[config.mk]
export PLATFORM = sky130hd
export DESIGN_NAME = switch_allocator
export DESIGN_NICKNAME = d
export VERILOG_FILES = /design/src/rtl/switch_allocator_pkg.sv /design/src/rtl/rr_arbiter.sv /design/src/rtl/switch_allocator.sv
export SDC_FILE = /design/constraint.sdc
export NUM_CORES = 1
export LEC_CHECK = 0
export CORE_ASPECT_RATIO = 1.75
export CORE_MARGIN = 3
export CORE_UTILIZATION = 57
export CTS_CLUSTER_SIZE = 16
export DETAILED_ROUTE_END_ITERATION = 7
export PLACE_DENSITY = 0.89
export REMOVE_ABC_BUFFERS = 1
export SYNTH_ARGS = -nofsm -noshare
export SYNTH_HDL_FRONTEND = slang
export SYNTH_SLANG_ARGS = --single-unit
[constraint.sdc]
create_clock -name clk -period 3.9 [get_ports clk]
set_input_delay 0.78 -clock clk [delete_from_list [all_inputs] [get_ports clk]]
set_output_delay 0.78 -clock clk [all_outputs]
set_load 0.01 [all_outputs]
[src/rtl/switch_allocator_pkg.sv]
// Shared definitions for the switch allocator: per-output FSM encoding and
// slice helpers for the flattened per-port buses.
package switch_allocator_pkg;

    typedef enum logic {
        ST_IDLE   = 1'b0,
        ST_LOCKED = 1'b1
    } out_state_e;

    // Low bit of element idx in a bus packed as idx*width +: width.
    function automatic int slice_lo(input int idx, input int width);
        return idx * width;
    endfunction

endpackage

[src/rtl/rr_arbiter.sv]
// Combinational round-robin arbiter: searches req_i starting at ptr_i, wrapping modulo N,
// and returns the first requester as a one-hot grant plus its binary index.
module rr_arbiter #(
    parameter int N     = 4,
    parameter int IDX_W = 2
) (
    input  logic [N-1:0]     req_i,
    input  logic [IDX_W-1:0] ptr_i,
    output logic [N-1:0]     gnt_o,
    output logic [IDX_W-1:0] gnt_idx_o
);

    always_comb begin
        int  cand;
        logic found;
        gnt_o     = '0;
        gnt_idx_o = '0;
        found     = 1'b0;
        cand      = 0;
        for (int k = 0; k < N; k++) begin
            cand = int'(ptr_i) + k;
            if (cand >= N) begin
                cand = cand - N;
            end
            if (!found && req_i[cand]) begin
                found        = 1'b1;
                gnt_o[cand]  = 1'b1;
                gnt_idx_o    = IDX_W'(cand);
            end
        end
    end

endmodule

[src/rtl/switch_allocator.sv]
// Router switch allocator: one round-robin arbiter and lock FSM per output.
// Optional lock-hold timeout enabled by defining SWITCH_ALLOC_TIMEOUT_EN.
module switch_allocator
    import switch_allocator_pkg::*;
#(
    parameter int N              = 4,
    parameter int REQUEST_WIDTH  = 2,
    parameter int TIMEOUT_CYCLES = 256
) (
    input  logic                       clk,
    input  logic                       rst,
    input  logic [N-1:0]               routeReserveRequestValid,
    input  logic [N*REQUEST_WIDTH-1:0] routeReserveRequest,
    input  logic [N-1:0]               routeRelieve,
    output logic [N-1:0]               routeReserveStatus,
    output logic [N-1:0]               outLocked,
    output logic [N*REQUEST_WIDTH-1:0] outSelect
);

    localparam int RW = REQUEST_WIDTH;

    // An input owns an output when some locked output selects it; owners may not bid again.
    logic [N-1:0] owns;

    always_comb begin
        owns = '0;
        for (int o = 0; o < N; o++) begin
            for (int i = 0; i < N; i++) begin
                if (outLocked[o] && (outSelect[slice_lo(o, RW) +: RW] == RW'(i))) begin
                    owns[i] = 1'b1;
                end
            end
        end
    end

    assign routeReserveStatus = owns;

    for (genvar o = 0; o < N; o++) begin : g_out
        out_state_e     state_q;
        logic [RW-1:0]  sel_q;
        logic [RW-1:0]  ptr_q;
        logic [N-1:0]   cand;
        logic [N-1:0]   gnt;
        logic [RW-1:0]  win_idx;
        logic           owner_relieve;

        always_comb begin
            cand          = '0;
            owner_relieve = 1'b0;
            for (int i = 0; i < N; i++) begin
                cand[i] = routeReserveRequestValid[i]
                          && (routeReserveRequest[slice_lo(i, RW) +: RW] == RW'(o))
                          && !owns[i];
                if (sel_q == RW'(i)) begin
                    owner_relieve = routeRelieve[i];
                end
            end
        end

        rr_arbiter #(
            .N     (N),
            .IDX_W (RW)
        ) u_arb (
            .req_i     (cand),
            .ptr_i     (ptr_q),
            .gnt_o     (gnt),
            .gnt_idx_o (win_idx)
        );

`ifdef SWITCH_ALLOC_TIMEOUT_EN
        localparam int CNT_W = (TIMEOUT_CYCLES > 2) ? $clog2(TIMEOUT_CYCLES) : 1;
        logic [CNT_W-1:0] hold_q;

        always_ff @(posedge clk) begin
            if (rst) begin
                state_q <= ST_IDLE;
                sel_q   <= '0;
                ptr_q   <= '0;
                hold_q  <= '0;
            end else begin
                case (state_q)
                    ST_IDLE: begin
                        if (|gnt) begin
                            state_q <= ST_LOCKED;
                            sel_q   <= win_idx;
                            ptr_q   <= (win_idx == RW'(N - 1)) ? '0 : win_idx + 1'b1;
                            hold_q  <= '0;
                        end
                    end
                    ST_LOCKED: begin
                        // A stale lock is released exactly as an owner relieve would be.
                        if (owner_relieve || (hold_q == CNT_W'(TIMEOUT_CYCLES - 1))) begin
                            state_q <= ST_IDLE;
                        end else begin
                            hold_q <= hold_q + 1'b1;
                        end
                    end
                    default: state_q <= ST_IDLE;
                endcase
            end
        end
`else
        always_ff @(posedge clk) begin
            if (rst) begin
                state_q <= ST_IDLE;
                sel_q   <= '0;
                ptr_q   <= '0;
            end else begin
                case (state_q)
                    ST_IDLE: begin
                        if (|gnt) begin
                            state_q <= ST_LOCKED;
                            sel_q   <= win_idx;
                            ptr_q   <= (win_idx == RW'(N - 1)) ? '0 : win_idx + 1'b1;
                        end
                    end
                    ST_LOCKED: begin
                        if (owner_relieve) begin
                            state_q <= ST_IDLE;
                        end
                    end
                    default: state_q <= ST_IDLE;
                endcase
            end
        end
`endif

        // sel_q keeps the last owner while idle; consumers qualify it with outLocked.
        assign outLocked[o]              = (state_q == ST_LOCKED);
        assign outSelect[o*RW +: RW]     = sel_q;
    end

endmodule

==> summary.txt, run 1 <==
Status
  – Status: finished clean

Drt
  – First drt pass iteration count: 5
  – Initial DRC count: 193
  – WL/cell: 17.8 um
  – Via density: 6.88
  – DRC: 0
  – Routed via count: 2,836
  – Final ANT Viol Nets: 0
  – Routed wire length: 7340 um

Timing
  – Final hold violations: 0
  – Fin crit share: 0.828
  – Final Slew Violations: 0
  – Worst-Margin Slew: 0.833 ns
  – Relative slew slack: 0.443
  – Unrepaired setup endpoints after global routing: false
  – Final min period: 3.23 ns
  – Skew final: 0.00375 ns
  – Fmax: 310 MHz
  – Setup TNS: 0 ns
  – Final-report setup violation count: 0

Clock tree
  – Num CTS Buffers: 3
  – Clock sinks: 20
  – CTS root buffer: clkbuf_8
  – Worst-path clk slew: 0.07 ns
  – CTS Hold Buffers Added: 0
  – H-tree depth: 1
  – CTS tree: built
  – Skew-Pair Late Insertion Delay: 0.26 ns
  – Post-CTS setup buffer count: 0
  – Longest Clk Path Bufs: 2
  – Post_cts resized: 0

Synth
  – Distinct cell type count after synthesis: 69
  – Seq/Total Area, Yosys: 0.147
  – Yosys reg bits: 20
  – Number of synthesized flops with an enable pin: 0
  – FFs w/ async S/R, synth: 0
  – Post-Syn Instances: 337
  – Largest area contributor in the netlist: ha_1
  – Yosys top cell area share: 0.156
  – Syn_area_per_cell: 8.11 um2
  – Main synth FF type: dfxtp_1
  – Yosys warns: 0
  – Mapped Area: 2730 um2
  – Synth top area cells: ha_1, dfxtp_1, mux2i_1, mux4_2, a21oi_1

Global route
  – Met3 usage: 0.0239
  – Vias in the first global route: 2,572
  – M1 GR Usage: 0.320
  – GRT Util Overall: 0.260
  – First-pass GRT wire length: 12,100 um
  – Largest net degree at the start of global routing: 22
  – GRT Max-Usage Layer: met2
  – GR Overflow Total: 0
  – GRT met2 Usage: 0.437
  – Initial antenna violation count: 0

Worst setup path
  – Worst Setup End Kind: flop
  – CP Cell Sequence: clkdlybuf4s50_1, inv_1, nor4_1, mux4_2, a21oi_1, o211a_1, o21a_1, ha_1, or3_1, a21oi_2
  – CP max stage delay: 0.50 ns
  – Worst EP arrival: 3.41 ns
  – FF-to-FF path depth: 10
  – Crit path kind: in2reg
  – Crit path max fanout: 4
  – Worst path bufs/invs: 2
  – Required @ worst endpoint: 4.08 ns
  – Top delay family on crit path: simple AND/OR/NAND/NOR gates
  – Critical-path top delay cell: clkdlybuf4s50_1
  – CP Launch Type: input port
  – CP Depth: 10

Floorplanning
  – # rows: 32
  – Core Footprint: 4520 um2
  – Die X: 58.3 um
  – Io pins: 34
  – Initial Utilization: 0.604
  – Die Span Y: 97.6 um
  – Die area: 5690 um2

Finish
  – Area grow syn2layout: 14.1%
  – Final nets: 415
  – # diodes: 0
  – Layout cell share with drive strength beyond 1: 0.108

Placement
  – Port Buffer Count: 33
  – DP Wirelength: 5540 um
  – Gp weighted congestion: 0.977

Pwr
  – Max VDD drop: 429 uV
  – Pwr per Cell Area: 653 nW/um2
  – Total Power: 2030 uW
  – LEAKAGE: 0.00123 uW

Min path
  – HP Class: reg2reg
  – Min-Delay Path Depth: 2

Run
  – Max cap viols: 0
==> path summary, 6_finish.rpt <==
path                                       start                             end  slack (ns)
hold / removal       g_out[0].state_q$_SDFF_PP0_     g_out[0].state_q$_SDFF_PP0_        0.56
setup reg to reg  g_out[2].sel_q[1]$_SDFFE_PP0P_  g_out[1].ptr_q[0]$_SDFFE_PP0P_        1.06
setup / recovery     routeReserveRequestValid[3]  g_out[1].ptr_q[0]$_SDFFE_PP0P_        0.67
hold reg to reg      g_out[0].state_q$_SDFF_PP0_     g_out[0].state_q$_SDFF_PP0_        0.56
==> stage by stage <==
| step | util | hold slack (ns) | cell area [um2] | setup WS (ns) | std cells |
|---|---|---|---|---|---|
| after global routing | 0.689 | 0.603 | 3120 | 0.429 | 412 |
| final | 0.689 | 0.557 | 3120 | 0.669 | 412 |
| after CTS | 0.689 | 0.567 | 3120 | 0.723 | 412 |
| after detailed placement | 0.680 | 0.555 | 3080 | 0.477 | 409 |
| after floorplan | - | 0.518 | 2640 | 1.22 | 320 |
| after global placement | 0.680 | 0.535 | 3080 | 0.556 | 409 |
==> kinds of logic after synthesis <==
logic type               Yosys count  share of synthesized area
adder cells (fa/ha/maj)           34                      0.156
buffers and inverters             32                     0.0531
multiplexers                      26                      0.125
AND/OR/NAND/NOR                  138                      0.286
AO/OA/AOI/OAI                     86                      0.231
flip-flops                        20                      0.147
XOR/XNOR                           1                    0.00321
==> power breakdown <==
part           total, uW  internal, uW  switching [uW]  leakage [uW]
logic               1440           646             797       0.00104
clock network        137          68.9            67.8     0.0000216
registers            455           285             171      0.000164
total               2030           999            1040       0.00123
==> layer usage <==
metal / routed length, um / vias up
met1: 2820 / 1331
met3: 454 / 21
li1: - / 1335
met2: 3840 / 149
met5: 0 / -
met4: 221 / 0
==> synth_stat cells, drive strengths merged (2+ instances only) <==
library cell / count
o31ai: 2
o21a: 3
nor3: 10
nand2b: 5
nor2: 28
nand2: 26
o41ai: 3
inv: 12
or4: 2
o22a: 3
clkinv: 3
o2111ai: 2
and4: 4
o22ai: 8
nand3b: 3
dfxtp: 20
nand3: 10
mux2: 4
buf: 11
a41oi: 3
ha: 34
a21oi: 24
or3: 6
nor4: 19
and2: 2
nor3b: 3
o211ai: 3
clkbuf: 6
mux2i: 17
nor2b: 6
a31oi: 7
o21ai: 10
nand4: 4
or2: 2
a211oi: 7
and3: 4
mux4: 5
==> worst register-to-register path, cell delays in order, from the launching register on <==
cell and delay, ns:
dfxtp_1 0.40, nand3_1 0.12, nand2_1 0.19, nor4_1 0.51, mux4_2 0.40, a21oi_1 0.08, o211a_1 0.21, o21a_1 0.19
ha_1 0.17, or3_1 0.38, a21oi_2 0.11
==> layout by cell type, fill, tap and decap left out, drive strengths merged, types with 2 or more instances in the layout <==
cell type and count:
or3 6, mux2i 17, clkinv 3, o41ai 3, nand4 4, clkdlybuf4s50 33, o21a 3, nand2 26
o21ai 10, o22ai 8, o22a 3, mux2 4, o211ai 3, clkbuf 3, o2111ai 2, buf 5
or2 2, nor2b 6, nand3b 3, mux4 5, dfxtp 20, a41oi 3, a211oi 7, and4 4
nor3 10, and2 2, nand2b 5, nor4 19, o31ai 2, nor2 28, or4 2, a31oi 7
ha 34, and3 4, nand3 10, nor3b 3, inv 12, a21oi 24
==> flip-flops by register name, indices dropped and copies added, names as in the netlist <==
| name | cells |
|---|---|
| g_out.state_q | 4 |
| g_out.sel_q | 8 |
| g_out.ptr_q | 8 |
==> area by class of cell <==
| type | count | area, um2 |
|---|---|---|
| flip-flops and latches | 20 | 400 |
| repair buffers | 38 | 368 |
| well taps | 51 | 63.8 |
| clock buffers | 3 | 41.3 |
| multi-input cells | 285 | 2190 |
| fillers | 373 | 1410 |
| inverters | 15 | 56.3 |
Note: power is estimated with default switching activity, not from simulation.
==> run 2, diff against run 1 <==
==> constraint.sdc (replaced) <==
create_clock -name clk -period 3 [get_ports clk]
set_input_delay 0.6 -clock clk [delete_from_list [all_inputs] [get_ports clk]]
set_output_delay 0.6 -clock clk [all_outputs]
set_load 0.01 [all_outputs]
==> summary.txt, run 2 (synthesis gave the netlist of run 1 again) <==
Pwr
  – Pwr per Cell Area: 833 nW/um2
  – Max VDD drop: 938 uV
  – Total Power: 2860 uW
  – LEAKAGE: 0.00143 uW
  – Switching share of power: 0.490
  – Share of total power in combinational logic: 0.748
  – Internal Pwr Total: 1460 uW
  – Share of power burned in the clock network: 0.064
  – P_sw: 1400 uW
  – Sequential share of power: 0.188

Worst setup path
  – Crit path max fanout: 3
  – Worst EP arrival: 3.02 ns
  – CP Launch Type: input port
  – Required @ worst endpoint: 3.19 ns
  – Worst Setup End Kind: flop
  – Worst reg2reg path endpoint: g_out[1].ptr_q[0]$_SDFFE_PP0P_
  – FF-to-FF path depth: 10
  – Crit. Startpoint: routeReserveRequestValid[3]
  – R2R setup slack: 0.21 ns
  – Crit path kind: in2reg
  – RR Startpoint: g_out[0].sel_q[1]$_SDFFE_PP0P_

Finish
  – Final nets: 456
  – Most frequent cells in the layout: buf_4, ha_1, clkdlybuf4s50_1, nor2_1, nand2_1
  – Finished Layout Cells: 453
  – Most common cell after layout, fill and taps aside: buf_4
  – Layout cell share with drive strength beyond 1: 0.201
  – Area grow syn2layout: 25.5%
  – Largest regs: g_out.ptr_q x8, g_out.sel_q x8, g_out.state_q x4
  – # diodes: 0

Clock tree
  – Clock sinks: 20
  – Skew-Pair Late Insertion Delay: 0.26 ns
  – Worst-path clk slew: 0.08 ns
  – CTS Hold Buffers Added: 0
  – H-tree depth: 1
  – CTS root buffer: clkbuf_8
  – Num CTS Buffers: 3
  – Longest Clk Path Bufs: 2
  – CTS tree: built

Floorplanning
  – Die Span Y: 97.6 um
  – # rows: 32
  – Io pins: 34
  – Die X: 58.3 um
  – Die area: 5690 um2
  – Initial Utilization: 0.604
  – Core Footprint: 4520 um2

Drt
  – DRC: 0
  – Routed wire length: 7660 um
  – Via density: 6.45
  – Final ANT Viol Nets: 0
  – Routed via count: 2,923
  – WL/cell: 16.9 um
  – Initial DRC count: 175
  – First drt pass iteration count: 4

Global route
  – Initial antenna violation count: 0
  – GRT met2 Usage: 0.466
  – M1 GR Usage: 0.311
  – First-pass GRT wire length: 12,500 um
  – Vias in the first global route: 2,842
  – GRT Max-Usage Layer: met2
  – GR Overflow Total: 0
  – Largest net degree at the start of global routing: 22
  – Met3 usage: 0.0186
  – GRT Util Overall: 0.269

Timing
  – Unrepaired setup endpoints after global routing: false
  – Final hold violations: 0
  – Final min period: 2.83 ns
  – Final Slew Violations: 0
  – Skew final: 0.00233 ns
  – Final-report setup violation count: 0
  – Relative slew slack: 0.674
  – Worst-Margin Slew: 0.489 ns
  – Fin crit share: 0.944
  – Fmax: 353 MHz

Min path
  – Hold wc startpoint: g_out[0].state_q$_SDFF_PP0_
  – Min-Delay Path Depth: 2
  – HP Class: reg2reg
  – Hold endpoint: g_out[0].state_q$_SDFF_PP0_

Placement
  – Port Buffer Count: 33
  – Gp weighted congestion: 0.985
  – DP Wirelength: 5910 um
  – Placed Cells: 450

Status
  – Status: finished clean

Run
  – Max cap viols: 0
## run 2: cell types whose count changed in the layout (fill, tap and decap cells not counted)
cell    delta
nor4_1     -1
nor4_2     +1
buf_4     +41
## run 2: power by group through the flow
stage / clock network, uW / logic [uW] / registers, uW
after detailed placement: 0 / 2110 / 538
after floorplan: 0 / 1300 / 587
after global placement: 0 / 2030 / 535
after CTS: 180 / 2120 / 533
after global routing: 190 / 2330 / 555
final: 182 / 2140 / 537
## run 2: how the worst max path moves through the flow
stage	endpoint	slack, ns	cells past startpoint
6_report	g_out[2].ptr_q[0]$_SDFFE_PP0P_	0.17	10
5_1_grt	g_out[1].ptr_q[0]$_SDFFE_PP0P_	0.06	10
4_1_cts	g_out[1].ptr_q[0]$_SDFFE_PP0P_	0.13	10
3_5_place_dp	g_out[1].ptr_q[0]$_SDFFE_PP0P_	-0.14	10
3_3_place_gp	g_out[1].ptr_q[0]$_SDFFE_PP0P_	-0.05	10
2_1_floorplan	g_out[3].ptr_q[1]$_SDFFE_PP0P_	0.32	9
## run 2: routing by layer
layer  wire, um  vias up
met5          0        -
met4        376        0
met3        356       38
met2       3930      119
met1       2990     1357
li1           -     1409
## run 2: metrics by stage
step | instance area, um2 | utilization | hold WS (ns) | TNS (ns) | worst slack [ns]
global placement | 3380 | 0.748 | 0.525 | -0.0546 | -0.0546
global route | 3430 | 0.758 | 0.586 | 0 | 0.0555
finish | 3430 | 0.758 | 0.547 | 0 | 0.168
floorplan | 2640 | - | 0.518 | 0 | 0.323
CTS | 3420 | 0.757 | 0.542 | 0 | 0.133
detailed placement | 3380 | 0.748 | 0.530 | -0.168 | -0.139
## run 2: final cells by class
cell class | instances | area, um2
flip-flops and latches | 20 | 400
clock buffers | 3 | 41.3
multi-input cells | 285 | 2190
well taps | 51 | 63.8
inverters | 15 | 56.3
repair buffers | 79 | 676
fillers | 330 | 1090
## run 2: critical path, stage by stage
cell             delay (ns)
clkdlybuf4s50_1        0.50
inv_1                  0.09
nor4_2                 0.45
mux2i_1                0.21
mux2i_1                0.21
o21ai_1                0.09
and2_1                 0.17
ha_1                   0.17
or3_1                  0.37
a21oi_1                0.16
## run 2: repair_timing
action,4_1_cts,5_1_grt
setup endpoints to repair,0,1
buffers inserted,0,0
gates resized for setup,0,1
